==> config.mk <==
export PLATFORM = sky130hd
export DESIGN_NAME = nrzi_encoder
export DESIGN_NICKNAME = d
export VERILOG_FILES = /design/src/rtl/nrzi_encoder.sv
export SDC_FILE = /design/constraint.sdc
export NUM_CORES = 1
export LEC_CHECK = 0
export CAP_MARGIN = 15
export CORE_AREA = 4 4 41 43
export DETAILED_ROUTE_END_ITERATION = 7
export DIE_AREA = 0 0 45 47
export GPL_TIMING_DRIVEN = 0
export PLACE_DENSITY = 0.68
export SLEW_MARGIN = 15
export SYNTH_ARGS = -nofsm -noshare
export SYNTH_HDL_FRONTEND = slang
export SYNTH_SLANG_ARGS = --single-unit
==> constraint.sdc <==
create_clock -name clk -period 1.7 [get_ports clk]
set_clock_uncertainty 0.2 [all_clocks]
set_input_delay 0.17 -clock clk [delete_from_list [all_inputs] [get_ports clk]]
set_output_delay 0.17 -clock clk [all_outputs]
set_load 0.03 [all_outputs]
==> src/rtl/nrzi_encoder.sv <==
// NRZI line encoder with bit stuffing and SE0,SE0,J end-of-packet; the line changes one edge after a bit is accepted.
// din_ready drops for the single stuff cycle and for the whole EOP sequence; all outputs except din_ready are flops.
module nrzi_encoder (
  input  logic clk,
  input  logic rst,
  input  logic din,
  input  logic din_valid,
  output logic din_ready,
  input  logic eop_req,
  output logic DPout,
  output logic DMout,
  output logic oe,
  output logic eop_done
);

  typedef enum logic [2:0] {
    IDLE = 3'd0,
    DATA = 3'd1,
    EOP1 = 3'd2,
    EOP2 = 3'd3,
    EOPJ = 3'd4
  } state_t;

  state_t     state_q, state_d;
  logic       dp_q, dp_d;
  logic       dm_q, dm_d;
  logic       oe_q, oe_d;
  logic       done_q, done_d;
  logic [2:0] ones_q, ones_d;
  logic       stuff;

  // Six ones in a row force one toggled bit before any further data or EOP.
  assign stuff     = (state_q == DATA) && (ones_q == 3'd6);
  assign din_ready = (state_q == IDLE) || ((state_q == DATA) && (ones_q < 3'd6));

  always_comb begin
    state_d = state_q;
    dp_d    = dp_q;
    dm_d    = dm_q;
    oe_d    = oe_q;
    ones_d  = ones_q;
    done_d  = 1'b0;
    case (state_q)
      IDLE: begin
        dp_d   = 1'b1;
        dm_d   = 1'b0;
        oe_d   = 1'b0;
        ones_d = 3'd0;
        if (din_valid) begin
          state_d = DATA;
          oe_d    = 1'b1;
          if (din) begin
            ones_d = 3'd1;
          end else begin
            dp_d = 1'b0;
            dm_d = 1'b1;
          end
        end
      end
      DATA: begin
        if (stuff) begin
          dp_d   = ~dp_q;
          dm_d   = ~dm_q;
          ones_d = 3'd0;
        end else if (din_valid) begin
          if (din) begin
            ones_d = ones_q + 3'd1;
          end else begin
            dp_d   = ~dp_q;
            dm_d   = ~dm_q;
            ones_d = 3'd0;
          end
        end else if (eop_req) begin
          state_d = EOP1;
          dp_d    = 1'b0;
          dm_d    = 1'b0;
          ones_d  = 3'd0;
        end
      end
      EOP1: begin
        state_d = EOP2;
        dp_d    = 1'b0;
        dm_d    = 1'b0;
      end
      EOP2: begin
        state_d = EOPJ;
        dp_d    = 1'b1;
        dm_d    = 1'b0;
        oe_d    = 1'b1;
      end
      EOPJ: begin
        state_d = IDLE;
        dp_d    = 1'b1;
        dm_d    = 1'b0;
        oe_d    = 1'b0;
        done_d  = 1'b1;
      end
      default: begin
        state_d = IDLE;
        dp_d    = 1'b1;
        dm_d    = 1'b0;
        oe_d    = 1'b0;
        ones_d  = 3'd0;
      end
    endcase
  end

  always_ff @(posedge clk) begin
    if (rst) begin
      state_q <= IDLE;
      dp_q    <= 1'b1;
      dm_q    <= 1'b0;
      oe_q    <= 1'b0;
      done_q  <= 1'b0;
      ones_q  <= 3'd0;
    end else begin
      state_q <= state_d;
      dp_q    <= dp_d;
      dm_q    <= dm_d;
      oe_q    <= oe_d;
      done_q  <= done_d;
      ones_q  <= ones_d;
    end
  end

  assign DPout    = dp_q;
  assign DMout    = dm_q;
  assign oe       = oe_q;
  assign eop_done = done_q;

endmodule

* Yosys cells after proc, flatten, opt, wreduce, memory -nomap -nowiden
Index checks and enable logic that the tools add are counted.
Storage, ports and cells: flip-flop bits (word level) 10, input bits 5, output and inout port bits 5, word-level logic and storage cells 59
Operators by class: $add $sub $neg 1, $lt $le $gt $ge 1, equal/unequal tests 11, multiplexer cells 28, bitwise logic cells 3, reductions and logical operators 9
Operator list (count):
- 3-bit 2-to-1 mux | 8
- 1-bit 2-to-1 mux | 15
- 3-bit one-hot mux with 4 select lines | 1
- 3-bit one-hot mux with 3 select lines | 1
- 2-bit inequality test (second input constant) | 4
- 4-bit inequality test (second input constant) | 2
- 3-bit by 2-bit == test with 1-bit output (second input constant) | 2
- 3-bit == test (second input constant) | 2
- 1-bit one-hot mux with 3 select lines | 2
- 2-bit AND reduction | 2
- 4-bit AND reduction | 1
- 3-bit by 1-bit adder with 3-bit output (second input constant) | 1
- 3-bit by 1-bit == test with 1-bit output (second input constant) | 1
- 3-bit zero test | 1
- 3-bit < comparator (second input constant) | 1
- 1-bit inverter | 3
- 3-bit OR reduction | 1
- 1-bit logical AND | 2
- 1-bit one-hot mux with 2 select lines | 1
- 2-bit OR reduction | 1
- 1-bit logical OR | 1

* Longest topological paths before layout
Gate-level depths: netlist of the first run.
depth after elaboration 5, gate-level depth with buffers 6, depth with buffers taken out 6

* Worst setup path after synthesis of the first run
No wires, ideal clock.
kind reg2out, from reg state_q[0], to out din_ready, arrival time 1.398 ns, required time 1.330 ns, path slack -0.068 ns, stages on the path, launching flop included 3, path buffers 1, cell sequence dfxtp_1 -> clkbuf_1 -> a311oi_1
On the way: word-level cells in the longest chain between the ends 3, elaborated cells between the ends (all ways) 4, those cells by class 1 x eq/ne; 3 x reduce/logical
Ends and longest elaborated chain:
- from (decl) | line 24 | state_t state_q, state_d;
- from (signal assigned) | line 117 | state_q <= state_d;
- 3-bit by 1-bit == test with 1-bit output | line 34 | assign din_ready = (state_q == IDLE) || ((state_q == DATA) && (ones_q < 3'd6));
- 1-bit logical AND | line 34
- 1-bit logical OR (*) | line 34
- to (decl) | line 8 | output logic din_ready,
Every way passes the cells marked *; elsewhere a longest branch is shown, timed or not.

* Final worst setup path of the first run
from reg dm_q (netlist: DMout), to out DMout
RTL lines:
- from (decl) | line 26 | logic dm_q, dm_d;
- from (signal assigned) | line 119 | dm_q <= dm_d;
- to (decl) | line 11 | output logic DMout,
No word-level cell between the ends.

==> results.cfg, run 1 <==
[detailed_routing]
first_pass_iters = 4
wirelength_um = 1150
via_per_inst = 5.56
drc = 0
drtIter0Drc = 16
avgRoutedWirePerCell_um = 12.9
vias = 495
drtAntennaViolNets = 0

[synthesis]
synth_area_leaders = dfxtp_1 39%, nand2b_1 8.5%, ha_1 4.8%
syn-cell-area_um2 = 518
ys.flop_type = dfxtp_1
synth_cell_types = 27
yosys-mux-area-fraction = 0
async_reset_ff_frac = 0
yosysWarnings = 0
synth_top_family_by_area = simple AND/OR/NAND/NOR gates
synth.ff_latch_count = 10
syn_nets = 67
synth-adder-area-share = 0.0483
synth.top_cell.area_share = 0.386
yosysSeqAreaShare = 0.386
synth.avg_cell_area_um2 = 8.63
synth_top_area_cell = dfxtp_1
synth_xor_area_frac = 0
yosys.area_share.simple = 0.307
synth_edf_count = 0
synth_compound_area_frac = 0.227
syn_inst = 60

[pwr]
internal-power_uw = 369
power_uw = 506
clockPowerShare = 0.311
power.switching_uw = 137
swShare = 0.271
sequentialPowerShare = 0.501
power_density_nw_per_um2 = 736
p_leak_uw = 0.000271
peakVddDrop_mv = 0.426
power_frac_comb = 0.188

[setup_path]
r2r-start = state_q[1]$_SDFFE_PP0P_
crit_path_top_delay_cell = clkdlybuf4s50_1
cpPeakStageDelay_ps = 680
start_kind = register
ff2ff_path_depth = 5
cp.arrival_ps = 1280
cp-end-kind = output pin
crit_chain = clkdlybuf4s50_1
crit_family = buffers and inverters
crit_fanout = 3
path_class = register to output pin
crit_buf_inv = 1
cp_data_required_time_ps = 1330
regToRegEndpoint = ones_q[2]$_SDFFE_PP0P_
reg2reg_setup_slack_ps = 110

[timing]
hold_viol = 0
finalSetupViolCount = 0
fin_ws_ps = 53.7
fmax_mhz = 607
period_minus_slack_ps = 1650
relSlewSlack = 0.645
post-route-period-util = 0.968
worst_pin_slew_ps = 528
rsz0062_at_grt = false
finalMaxSlewViolations = 0
tns_ps = 0

[min_path]
hold_start = DMout$_SDFFE_PP0P_
hold_end = DMout$_SDFFE_PP0P_
hp-class = register to register
holdPathStages = 1

[cells_and_area]
antenna_cells = 0
layout_common_cells = 9 x dfxtp_1, 7 x nand2b_1, 7 x clkdlybuf4s50_1, 4 x nand2_1, 4 x nor2_1
drive_above_1_share = 0.176
area_delta_synth_final_pct = 32.6
stdcell_count = 89
final_core_util = 0.528
nNetsFinal = 83
final_common_cell = dfxtp_1

[die]
start_util = 0.398
die_w_um = 45
core_area_um2 = 1300
rows = 13
io_pins = 10
dieArea_um2 = 2120
die_h_um = 47

[cts]
cts_tree = built
cts_buffers = 3
hold_buffers = 0
cts.sinks = 10
clk_pin_slew_ps = 60
clock_latency_ps = 260
cts_root_buffer = clkbuf_4
h-tree-depth = 1
clockBufferDepth = 2

[run]
maxCapViolCount = 0

[global_routing]
grt_usage = 0.122
grt_pass1_vias = 416
grt_pass1_wl_um = 1790
antenna_found_initial = 0
grt_max_degree = 11
grt-ovfl-total = 0

[placed_design]
preCtsSetupSlack_ps = -217
port_buffers = 9
place_inst = 84
place_congestion = 0.763
dp_hpwl_um = 771

[status]
status = complete, no violations
[metrics by stage]
step | hold WS (ps) | instance area, µm²
6_report | 269 | 687
3_5_place_dp | 256 | 633
2_1_floorplan | 59.1 | 524
3_3_place_gp | 244 | 633
4_1_cts | 273 | 652
5_1_grt | 286 | 687
[routing by layer]
metal	track usage	part of all wire	vias to the layer above
met5	0	0	-
met4	0.0526	0.010	0
met3	0.0613	0.081	2
met2	0.169	0.45	15
met1	0.158	0.45	225
li1	-	-	253
[logic make-up (layout without fill, tap and decap cells)]
group,count (synthesis),count (layout)
DFF,10,10
AOI/OAI and AO/OA,15,15
and+or+nand+nor,29,29
buffers and inverters,4,18
adders and majority gates,2,2
[registers in the layout (all words and copies together) (netlist names)]
| register | flops |
|---|---|
| DMout | 1 |
| DPout | 1 |
| eop_done | 1 |
| oe | 1 |
| ones_q | 3 |
| state_q | 3 |
[power by group through the flow]
stage	clock network (µW)	logic, µW	registers [µW]
floorplan	0	45.5	269
global placement	0	90.7	258
detailed placement	0	91.2	258
CTS	164	91.3	253
global route	171	103	255
finish	157	95.0	253
[how the worst max path moves through the flow]
stage | startpoint | endpoint | cells after the start
after global placement | state_q[0]$_SDFFE_PP0P_ | din_ready | 3
final | DMout$_SDFFE_PP0P_ | DMout | 1
after detailed placement | state_q[0]$_SDFFE_PP0P_ | din_ready | 3
after CTS | state_q[0]$_SDFFE_PP0P_ | din_ready | 3
after global routing | state_q[1]$_SDFFE_PP0P_ | ones_q[2]$_SDFFE_PP0P_ | 5
after floorplan | ones_q[0]$_SDFFE_PP0P_ | state_q[1]$_SDFFE_PP0P_ | 6
[cell usage after synthesis (all sizes together) (2+ instances only)]
| master | instances |
|---|---|
| nor3b | 2 |
| nand4 | 2 |
| a21oi | 3 |
| and2 | 2 |
| clkbuf | 2 |
| dfxtp | 10 |
| a31oi | 2 |
| nand2 | 5 |
| nor2 | 4 |
| nand2b | 7 |
| ha | 2 |
| o2bb2ai | 2 |
| nor3 | 3 |
[area by class of cell]
| class | count | area [µm²] |
|---|---|---|
| fillers | 124 | 614 |
| multi-input cells | 46 | 322 |
| clock buffers | 3 | 22.5 |
| flip-flops and latches | 10 | 201 |
| plain buffers | 3 | 13.8 |
| well taps | 15 | 18.8 |
| repair buffers | 11 | 105 |
| inverters | 1 | 3.75 |
[what timing repair did]
item,in CTS,in global routing
hold endpoints to repair,0,0
setup buffers,0,2
resized for setup,6,7
endpoints found under the setup margin,1,7
Note: power is estimated with default switching activity, not from simulation.
==> inputs of run 2 (changes only) <==
--- a/config.mk
+++ b/config.mk
@@ -5,6 +5,7 @@
 export SDC_FILE = /design/constraint.sdc
 export NUM_CORES = 1
 export LEC_CHECK = 0
+export ABC_CLOCK_PERIOD_IN_PS = 1700
 export CAP_MARGIN = 15
 export CORE_AREA = 4 4 41 43
 export DETAILED_ROUTE_END_ITERATION = 7
==> results of run 2 <==
Same layout as run 1: the final DEF is identical, and so are final timing and power.
